**src/rtl/rx_sample_timer.sv**
```systemverilog
// rx_sample_timer: per-bit / per-frame timing for a UART-style receiver.
// Counts clocks within a bit (edge_cnt) and bits within a frame (bit_cnt),
// emitting three mid-bit oversample strobes, a bit_end and a frame_done.
// Ports:
//   clk, reset          rising-edge clock, synchronous active-high reset
//   enable              count enable; low = idle, reload config, clear
//   prescale            clocks per bit (legal 4..2^PRESCALE_W-1)
//   frame_bits          bits per frame; 0 means 2^BIT_CNT_W
//   edge_cnt, bit_cnt   registered counters
//   sample_strb/_idx    mid-bit oversample strobe and its index 0/1/2
//   bit_end, frame_done last clock of a bit / of a frame
//   cfg_err             illegal prescale flag (RX_TIMER_CFG_ERR_EN only)
// Build option: define RX_TIMER_CFG_ERR_EN to flag prescale<4 instead of
// clamping it to 4 at load time.
module rx_sample_timer #(
  parameter int PRESCALE_W = 6,
  parameter int BIT_CNT_W  = 4
) (
  input  logic                  clk,
  input  logic                  reset,
  input  logic                  enable,
  input  logic [PRESCALE_W-1:0] prescale,
  input  logic [BIT_CNT_W-1:0]  frame_bits,
  output logic [PRESCALE_W-1:0] edge_cnt,
  output logic [BIT_CNT_W-1:0]  bit_cnt,
  output logic                  sample_strb,
  output logic [1:0]            sample_idx,
  output logic                  bit_end,
  output logic                  frame_done
`ifdef RX_TIMER_CFG_ERR_EN
  ,
  output logic                  cfg_err
`endif
);

  localparam logic [PRESCALE_W-1:0] PRESC_MIN =
    PRESCALE_W'(4);
  localparam logic [PRESCALE_W-1:0] PRESC_RST =
    PRESCALE_W'(4);
  localparam logic [BIT_CNT_W-1:0] FBITS_RST =
    BIT_CNT_W'(10);
  localparam logic [PRESCALE_W-1:0] P_ONE =
    PRESCALE_W'(1);
  localparam logic [BIT_CNT_W-1:0] B_ONE =
    BIT_CNT_W'(1);

  logic [PRESCALE_W-1:0] presc_q;
  logic [PRESCALE_W-1:0] presc_d;
  logic [BIT_CNT_W-1:0]  fbits_q;
  logic [BIT_CNT_W-1:0]  fbits_d;
  logic [PRESCALE_W-1:0] edge_q;
  logic [PRESCALE_W-1:0] edge_d;
  logic [BIT_CNT_W-1:0]  bit_q;
  logic [BIT_CNT_W-1:0]  bit_d;

  logic [PRESCALE_W-1:0] presc_load;
  logic [PRESCALE_W-1:0] presc_last;
  logic [PRESCALE_W-1:0] mid;
  logic [PRESCALE_W-1:0] mid_lo;
  logic [PRESCALE_W-1:0] mid_hi;
  logic [BIT_CNT_W-1:0]  fbits_last;
  logic                  edge_last;
  logic                  bit_last;
  logic                  cfg_bad;
  logic                  run;

`ifdef RX_TIMER_CFG_ERR_EN
  logic err_q;
  logic err_d;

  // An illegal prescale is latched only while
  // enabled; it then sticks until enable drops.
  assign cfg_bad = err_q || (presc_q < PRESC_MIN);
  assign presc_load = prescale;
  assign cfg_err = err_q;
`else
  assign cfg_bad = 1'b0;
  assign presc_load = (prescale < PRESC_MIN) ?
                      PRESC_MIN : prescale;
`endif

  assign presc_last = presc_q - P_ONE;
  assign mid        = presc_q >> 1;
  assign mid_lo     = mid - P_ONE;
  assign mid_hi     = mid + P_ONE;
  // Natural wrap: frame_bits=0 gives all-ones,
  // i.e. a 2^BIT_CNT_W-bit frame.
  assign fbits_last = fbits_q - B_ONE;
  assign edge_last  = (edge_q == presc_last);
  assign bit_last   = (bit_q == fbits_last);

  assign run = enable && !reset && !cfg_bad;

  always_comb begin
    presc_d = presc_q;
    fbits_d = fbits_q;
    edge_d  = edge_q;
    bit_d   = bit_q;
`ifdef RX_TIMER_CFG_ERR_EN
    err_d   = err_q;
`endif
    if (!enable) begin
      presc_d = presc_load;
      fbits_d = frame_bits;
      edge_d  = '0;
      bit_d   = '0;
`ifdef RX_TIMER_CFG_ERR_EN
      err_d   = 1'b0;
`endif
    end else if (cfg_bad) begin
      edge_d  = '0;
      bit_d   = '0;
`ifdef RX_TIMER_CFG_ERR_EN
      err_d   = 1'b1;
`endif
    end else if (edge_last) begin
      edge_d = '0;
      bit_d  = bit_last ? '0 : bit_q + B_ONE;
    end else begin
      edge_d = edge_q + P_ONE;
    end
  end

  always_ff @(posedge clk) begin
    if (reset) begin
      presc_q <= PRESC_RST;
      fbits_q <= FBITS_RST;
      edge_q  <= '0;
      bit_q   <= '0;
`ifdef RX_TIMER_CFG_ERR_EN
      err_q   <= 1'b0;
`endif
    end else begin
      presc_q <= presc_d;
      fbits_q <= fbits_d;
      edge_q  <= edge_d;
      bit_q   <= bit_d;
`ifdef RX_TIMER_CFG_ERR_EN
      err_q   <= err_d;
`endif
    end
  end

  always_comb begin
    sample_strb = 1'b0;
    sample_idx  = 2'd0;
    bit_end     = 1'b0;
    frame_done  = 1'b0;
    if (run) begin
      unique case (1'b1)
        (edge_q == mid_lo): begin
          sample_strb = 1'b1;
          sample_idx  = 2'd0;
        end
        (edge_q == mid): begin
          sample_strb = 1'b1;
          sample_idx  = 2'd1;
        end
        (edge_q == mid_hi): begin
          sample_strb = 1'b1;
          sample_idx  = 2'd2;
        end
        default: begin
          sample_strb = 1'b0;
          sample_idx  = 2'd0;
        end
      endcase
      bit_end    = edge_last;
      frame_done = edge_last && bit_last;
    end
  end

  assign edge_cnt = edge_q;
  assign bit_cnt  = bit_q;

endmodule

```
**config.mk**
```make
export PLATFORM = sky130hd
export DESIGN_NAME = rx_sample_timer
export DESIGN_NICKNAME = d
export VERILOG_FILES = /design/src/rtl/rx_sample_timer.sv
export SDC_FILE = /design/constraint.sdc
export NUM_CORES = 1
export LEC_CHECK = 0
export BUFFER_PORTS_ARGS = -buffer_cell sky130_fd_sc_hd__buf_4
export CAP_MARGIN = 5
export CELL_PAD_IN_SITES_DETAIL_PLACEMENT = 0
export CELL_PAD_IN_SITES_GLOBAL_PLACEMENT = 2
export CORE_ASPECT_RATIO = 1.4
export CORE_MARGIN = 2
export CORE_UTILIZATION = 29
export DETAILED_ROUTE_END_ITERATION = 6
export PLACE_DENSITY = 0.76
export SYNTH_ARGS = -nofsm -noshare
export SYNTH_HDL_FRONTEND = slang
export SYNTH_SLANG_ARGS = --single-unit
```
**constraint.sdc**
```tcl
create_clock -name clk -period 2 [get_ports clk]
set_input_delay 0.1 -clock clk [delete_from_list [all_inputs] [get_ports clk]]
set_output_delay 0.1 -clock clk [all_outputs]
set_load 0.01 [all_outputs]
```
### After elaboration in Yosys (flattened, before gate mapping)

Cells that the tools add are included.

| storage, ports and cells | value |
|---|---|
| bits in registers | 20 |
| input port bits | 13 |
| output and inout bits | 15 |

| operators by class | value |
|---|---|
| add/sub/neg operators | 6 |
| order comparisons | 1 |
| eq/ne operators | 5 |
| multiplexer cells | 8 |
| bitwise gates (word level) | 1 |
| reductions and logical operators | 6 |

Operators with widths:

| cell | count |
|---|---|
| $eq A6 B6 Y1 | 3 |
| $add A5 B1 Y6 const B | 1 |
| $add A6 B1 Y6 const B | 1 |
| $eq A6 B5 Y1 | 1 |
| $lt A6 B3 Y1 const B | 1 |
| $mux W6 | 1 |
| $reduce_or A3 Y1 | 2 |
| $sub A5 B1 Y6 const B | 1 |
| $sub A6 B1 Y6 const B | 1 |
| $add A4 B1 Y4 const B | 1 |
| $eq A4 B4 Y1 | 1 |
| $mux W1 | 4 |
| $mux W4 | 1 |
| $pmux W2 S2 | 1 |
| $sub A4 B1 Y4 const B | 1 |
| $logic_and A1 B1 Y1 | 2 |
| $mux W2 | 1 |
| $reduce_or A2 Y1 | 1 |
| $logic_not A1 Y1 | 1 |
| $not A1 Y1 | 1 |

### Depth between registers and ports, before layout

Gate-level depths: netlist of the first run.

| depth | value |
|---|---|
| word-level depth | 5 |
| depth in mapped cells | 8 |

### Least setup slack after synthesis of the first run

No wires, ideal clock.

| timing | value |
|---|---|
| path type | register to output |
| start | register presc_q[2] |
| end | output port frame_done |
| data arrival time | 1.903 ns |
| required time | 1.900 ns |
| path slack | -0.003 ns |
| cell stages (with the launch flop) | 9 |
| path buffers | 1 |
| cell sequence | dfxtp_1 > buf_2 > inv_1 > ha_1 > a21boi_0 > xnor2_1 > o211ai_2 > nor3_1 > nor2b_1 |

| between the ends | value |
|---|---|
| word-level cells in the longest chain between the ends | 4 |

RTL lines:

| item | RTL line | source |
|---|---|---|
| start, declared | 47 | `logic [PRESCALE_W-1:0] presc_q;` |
| start signal, assigned | 134 | `presc_q <= presc_d;` |
| $sub A6 B1 Y6 | 82 | `assign presc_last = presc_q - P_ONE;` |
| $eq A6 B6 Y1 | 89 | `assign edge_last = (edge_q == presc_last);` |
| $logic_and A1 B1 Y1 | 169 | `frame_done = edge_last && bit_last;` |
| $mux W1 | 149 | `if (run) begin` |
| end, declared | 29 | `output logic frame_done` |

No other way between the ends.

### Worst setup path after layout of the first run

Ends and elaborated chain as after synthesis.

==> results.ini, run 1 <==
[cts]
clk_path_buf_depth = 2
cts_tree = built
cts_buffers = 3
clk_latency_ns = 0.25
clk_pin_slew_worst_paths_ns = 0.07
cts_sinks = 20
ctsHtreeMaxLevel = 1
cts_root_buffer = clkbuf_8

[timing]
setup_viol = 0
max-slew-margin-rel_pct = 74.0
min_period_ns = 2.00
tns_ns = 0
hold_slack_ns = 0.0628
finalClockSkew_ns = 0.00243
hold_viol_final = 0
fin_crit_sh_pct = 99.8
rsz0062_at_grt = true
postLayoutSetupSlackWorst_ns = 0.00304
fmax_ghz = 0.501
drv_slew = 0
worstMarginPinSlew_ns = 0.390

[power]
leakagePower_nw = 0.811
powerDensity_nw_per_um2 = 485
vdd_ir_drop_max_mv = 0.214
p_total_uw = 959

[worst_hold_path]
hold_depth = 3
min_to = presc_q[0]$_SDFFE_PP0N_
holdCritPathClass = input port to flip-flop
min_from = prescale[0]

[setup_path]
start_kind = flip-flop
critPathMaxFanout = 5
cp_data_required_time_ns = 1.90
cp.arrival_ns = 1.90
reg2reg_from = presc_q[2]$_SDFFE_PP1N_
setup.worst_path.class = flip-flop to output port
end_kind = output port
reg2reg_to = bit_cnt[2]$_SDFFE_PN0N_
rrSetupSlack_ns = 0.04
r2r_cells = 8

[placed_design]
dp.cells = 260
portBuffers = 27
dpl-instance-area_sq_um = 1740
place_ws_ns = 0.0237
dpl.hpwl_microns = 2780
place.gp.congestion = 0.826

[cells_and_area]
drive_above_1_share_pct = 36.0
synthToLayoutAreaGrowth_pct = 38.4
seq_area_sq_um = 413
fillers = 528
final_cell_area_sq_um = 1980
final_cells = 275
design.final.nets = 233
multi_input_area_sq_um = 1010
utilization_pct = 41.2
diodes = 0

[synthesis]
synth_top_cell_by_area = dfxtp_1
syn-cell-area_sq_um = 1430
synth_edf_count = 0
synth-async-reset-ratio_pct = 0
synthFlopType = dfxtp_1
synth_area_leaders = dfxtp_1 (28%), xnor2_1 (12%), ha_1 (6.1%), xor2_1 (4.9%), nor3_1 (4.6%)
synth.top_cell.area_share_pct = 28.0
synth_most_common_cell = dfxtp_1
synth_cells = 167
avgSynthCellArea_sq_um = 8.56
synthTopCellsByCount = dfxtp_1 (20), xnor2_1 (19), nor2_1 (13), nor3_1 (13)
ys_ff_latch = 20
synth-seq-area-share_pct = 28.0
synth.distinct_cells = 42
yosys_warnings = 0
syn_nets = 187

[global_route]
grt_pass1_vias = 1307
grt_pass1_wl_microns = 6230
grtUsageTotal_pct = 14.2
antenna_found_initial = 0
grt_max_degree = 14
grt-ovfl-total = 0

[detailed_routing]
wl_per_cell_microns = 13.7
drt-total-wl_microns = 3780
drt_first_pass_iters = 4
num_vias = 1346
drcViolationCount = 0
drtAntennaViolNets = 0
via_per_inst = 4.89
drtIter0Drc = 27

[die]
coreArea_sq_um = 4800
std_cell_rows = 30
die_h_microns = 87.1
dieArea_sq_um = 5510
fp.dieW_microns = 63.3
io_pins = 28
initial_core_util_pct = 29.7

[status]
status = finished, final reports clean

[flow_run]
cap_violations = 0

power breakdown:
group,internal [mW],switching [mW],total (mW)
Sequential,0.413,0.0222,0.435
Clock,0.134,0.122,0.255
Combinational,0.140,0.128,0.268
worst max path at each step:
stage	from	endpoint
2_1_floorplan	presc_q[2]$_SDFFE_PP1N_	bit_cnt[2]$_SDFFE_PN0N_
3_3_place_gp	presc_q[0]$_SDFFE_PP0N_	bit_cnt[2]$_SDFFE_PN0N_
3_5_place_dp	presc_q[0]$_SDFFE_PP0N_	bit_cnt[2]$_SDFFE_PN0N_
4_1_cts	presc_q[0]$_SDFFE_PP0N_	frame_done
5_1_grt	presc_q[2]$_SDFFE_PP1N_	frame_done
6_report	presc_q[2]$_SDFFE_PP1N_	frame_done
metal layers:
metal	GRT usage (%)	up-vias	part of all wire [%]
met3	1.16	2	2.6
met4	4.74	0	0.71
met2	26.8	22	55
li1	-	676	-
met1	16.7	646	42
met5	0	-	0
cells in the final DEF, fill, tap and decap left out, drive strengths merged:
cell type and count:
nand2 9, nor2 13, buf 51, a32o 2
and2 1, o211ai 2, o32ai 1, and3b 1
mux2i 5, inv 9, xor2 8, ha 7
o311a 1, nand2b 1, nand4 3, a31oi 1
nor2b 4, a21boi 1, nand4b 1, a22oi 1
a211o 3, nor3 14, o211a 1, dfxtp 20
o21ai 5, a21oi 7, a211oi 1, nor3b 3
clkbuf 3, a41o 1, o2111ai 1, and3 2
nand3 5, xnor2 19, xor3 1, nor4 2
a32oi 1
kinds of logic (layout without fill, tap and decap cells):
group,after synthesis,in the layout,share of synthesized area [%]
AND/OR/NAND/NOR,59,59,22.1
AO/OA/AOI/OAI,29,29,15.3
XOR/XNOR,28,28,18.2
flip-flops,20,20,28.0
buffers and inverters,19,63,6.74
adder cells (fa/ha/maj),7,7,6.13
multiplexers,5,5,3.50
sequential cells by signal, summed over array words and instances, names as in the netlist:
register	cells
edge_cnt	6
presc_q	6
fbits_q	4
bit_cnt	4
final cells by class:
| type | instances | share of cell area, % |
|---|---|---|
| flip-flops and latches | 20 | 20.9 |
| inverters | 9 | 1.96 |
| repair buffers | 51 | 19.9 |
| multi-input cells | 128 | 51.1 |
| clock buffers | 3 | 2.09 |
| well taps | 64 | 4.05 |
worst max-delay path, stage by stage, from the launching register on:
cell and delay [ns]:
dfxtp_4 0.36, inv_4 0.07, ha_4 0.14, nor3b_4 0.24, and3_4 0.25, o211ai_4 0.10, nor3_2 0.20, nor2b_1 0.16
buf_4 0.13
timing repair:
item / in CTS / in global routing
hold buffers: 0 / 0
pin swaps: 3 / 10
setup buffers: 4 / 8
gates resized for setup: 15 / 13
endpoints found under the setup margin: 3 / 6
Note: power is estimated with default switching activity, not from simulation.
==> run 2: changes to the inputs <==
--- a/config.mk
+++ b/config.mk
@@ -14,6 +14,8 @@
 export CORE_UTILIZATION = 29
 export DETAILED_ROUTE_END_ITERATION = 6
 export PLACE_DENSITY = 0.76
+export SETUP_SLACK_MARGIN = 0.05
+export SKIP_CTS_REPAIR_TIMING = 1
 export SYNTH_ARGS = -nofsm -noshare
 export SYNTH_HDL_FRONTEND = slang
 export SYNTH_SLANG_ARGS = --single-unit
==> run 2 against run 1 <==
  * Highest routed layer unchanged
  * Worst hold slack worse by 0.0025 ns
  * Global-route usage decreased by 0.70 points
  * Worst setup slack better by 0.053 ns
  * Sequential share of layout area rose by 0.087 points
  * Count of clock-buffer cells in the layout unchanged
  * Fmax up 2.7%
==> results.ini, run 2 (synthesis gave the netlist of run 1 again) <==
[status]
status = finished, final reports clean

[detailed_routing]
drt-total-wl_microns = 3790
wl_per_cell_microns = 14.0
num_vias = 1315
drcViolationCount = 0
drt_first_pass_iters = 4
drtAntennaViolNets = 0
via_per_inst = 4.85
drtIter0Drc = 26

[global_route]
antenna_found_initial = 0
grt-ovfl-total = 0
grt_pass1_vias = 1261
grtUsageTotal_pct = 13.5
grt_pass1_wl_microns = 5950
grt_max_degree = 14

[timing]
max-slew-margin-rel_pct = 75.1
rsz0062_at_grt = true
setup_viol = 0
fmax_ghz = 0.514
worstMarginPinSlew_ns = 0.371
fin_crit_sh_pct = 97.2
drv_slew = 0
finalClockSkew_ns = 0.00286
hold_viol_final = 0
min_period_ns = 1.94

[power]
clock_power_share_pct = 26.7
seq_power_share_pct = 45.6
p_comb_share_pct = 27.7
p_switching_uw = 273
powerDensity_nw_per_um2 = 482
vdd_ir_drop_max_mv = 0.222
swShare_pct = 28.6
power.internal_uw = 683
p_total_uw = 956
leakagePower_nw = 0.797

[worst_hold_path]
holdCritPathClass = input port to flip-flop
hold_depth = 3
min_from = prescale[0]
min_to = presc_q[0]$_SDFFE_PP0N_

[setup_path]
cp_data_required_time_ns = 1.90
start_kind = flip-flop
reg2reg_to = bit_cnt[2]$_SDFFE_PN0N_
rrSetupSlack_ns = 0.18
critPathMaxFanout = 3
reg2reg_from = presc_q[2]$_SDFFE_PP1N_
setup.worst_path.class = flip-flop to output port
end_kind = output port
cp.arrival_ns = 1.84
r2r_cells = 7

[cells_and_area]
final_cell_area_sq_um = 1980
final_cells = 271
design.final.nets = 229
diodes = 0
multi_input_area_sq_um = 1040
final_cell_mix = buf_4 (44), xnor2_1 (18), dfxtp_1 (14)
drive_above_1_share_pct = 36.2
seq_area_sq_um = 415
final_common_cell = buf_4
synthToLayoutAreaGrowth_pct = 38.7
fillers = 533

[placed_design]
dpl-instance-area_sq_um = 1740
dp.cells = 260
place.gp.congestion = 0.826
portBuffers = 27
dpl.hpwl_microns = 2780

[die]
fp.dieW_microns = 63.3
std_cell_rows = 30
die_h_microns = 87.1
io_pins = 28
coreArea_sq_um = 4800
dieArea_sq_um = 5510
initial_core_util_pct = 29.7

[cts]
cts_tree = built
clk_latency_ns = 0.25
clk_path_buf_depth = 2
cts_root_buffer = clkbuf_8
clk_pin_slew_worst_paths_ns = 0.07
ctsHtreeMaxLevel = 1
cts_sinks = 20
cts_buffers = 3

[flow_run]
cap_violations = 0

run 2: changes by cell type in the layout (fill, tap and decap cells not counted), sizes merged:
cell,before,now
buf,51,47
run 2: power by group through the flow:
stage / clock, mW / sequential, mW / combinational, mW
floorplan: 0 / 0.436 / 0.154
global placement: 0 / 0.442 / 0.215
detailed placement: 0 / 0.443 / 0.219
CTS: 0.270 / 0.433 / 0.219
global route: 0.287 / 0.438 / 0.292
finish: 0.255 / 0.436 / 0.265
run 2: how the worst max path moves through the flow:
stage | end | start | slack (ns)
3_3_place_gp | bit_cnt[2]$_SDFFE_PN0N_ | presc_q[0]$_SDFFE_PP0N_ | 0.02
6_report | sample_strb | presc_q[2]$_SDFFE_PP1N_ | 0.06
5_1_grt | sample_strb | presc_q[2]$_SDFFE_PP1N_ | -0.06
2_1_floorplan | bit_cnt[2]$_SDFFE_PN0N_ | presc_q[2]$_SDFFE_PP1N_ | 0.05
4_1_cts | frame_done | presc_q[0]$_SDFFE_PP0N_ | -0.16
3_5_place_dp | bit_cnt[2]$_SDFFE_PN0N_ | presc_q[0]$_SDFFE_PP0N_ | 0.02
run 2: per-stage QoR:
stage	utilization (%)	hold slack (ns)	TNS, ns	setup slack (ns)
final	41.3	0.0604	0	0.0559
after global routing	41.3	0.0487	-0.0640	-0.0552
after detailed placement	36.3	0.317	0	0.0237
after global placement	36.3	0.306	0	0.0222
after floorplan	-	0.209	0	0.0511
after CTS	37.2	0.0515	-0.219	-0.159
run 2: layout make-up:
cell class	count	share of cell area [%]
Timing Repair Buffer	47	18.6
Sequential cell	20	21.0
Clock buffer	3	2.08
Multi-Input combinational cell	128	52.3
Inverter	9	2.08
Tap cell	64	4.04
run 2: worst max-delay path: stages (launching register included):
cell and delay (ns):
dfxtp_4 0.36, inv_4 0.07, ha_4 0.14, nor3b_4 0.23, buf_4 0.15, xnor2_1 0.10, and3b_1 0.17, a31oi_1 0.08
o32ai_1 0.13, buf_4 0.17
run 2: routing by layer:
metal	up-vias	routed length, microns	global-route usage, %
met1	623	1490	16.0
met5	-	0	0
li1	667	-	-
met3	2	117	1.16
met2	23	2150	25.2
met4	0	27	4.74
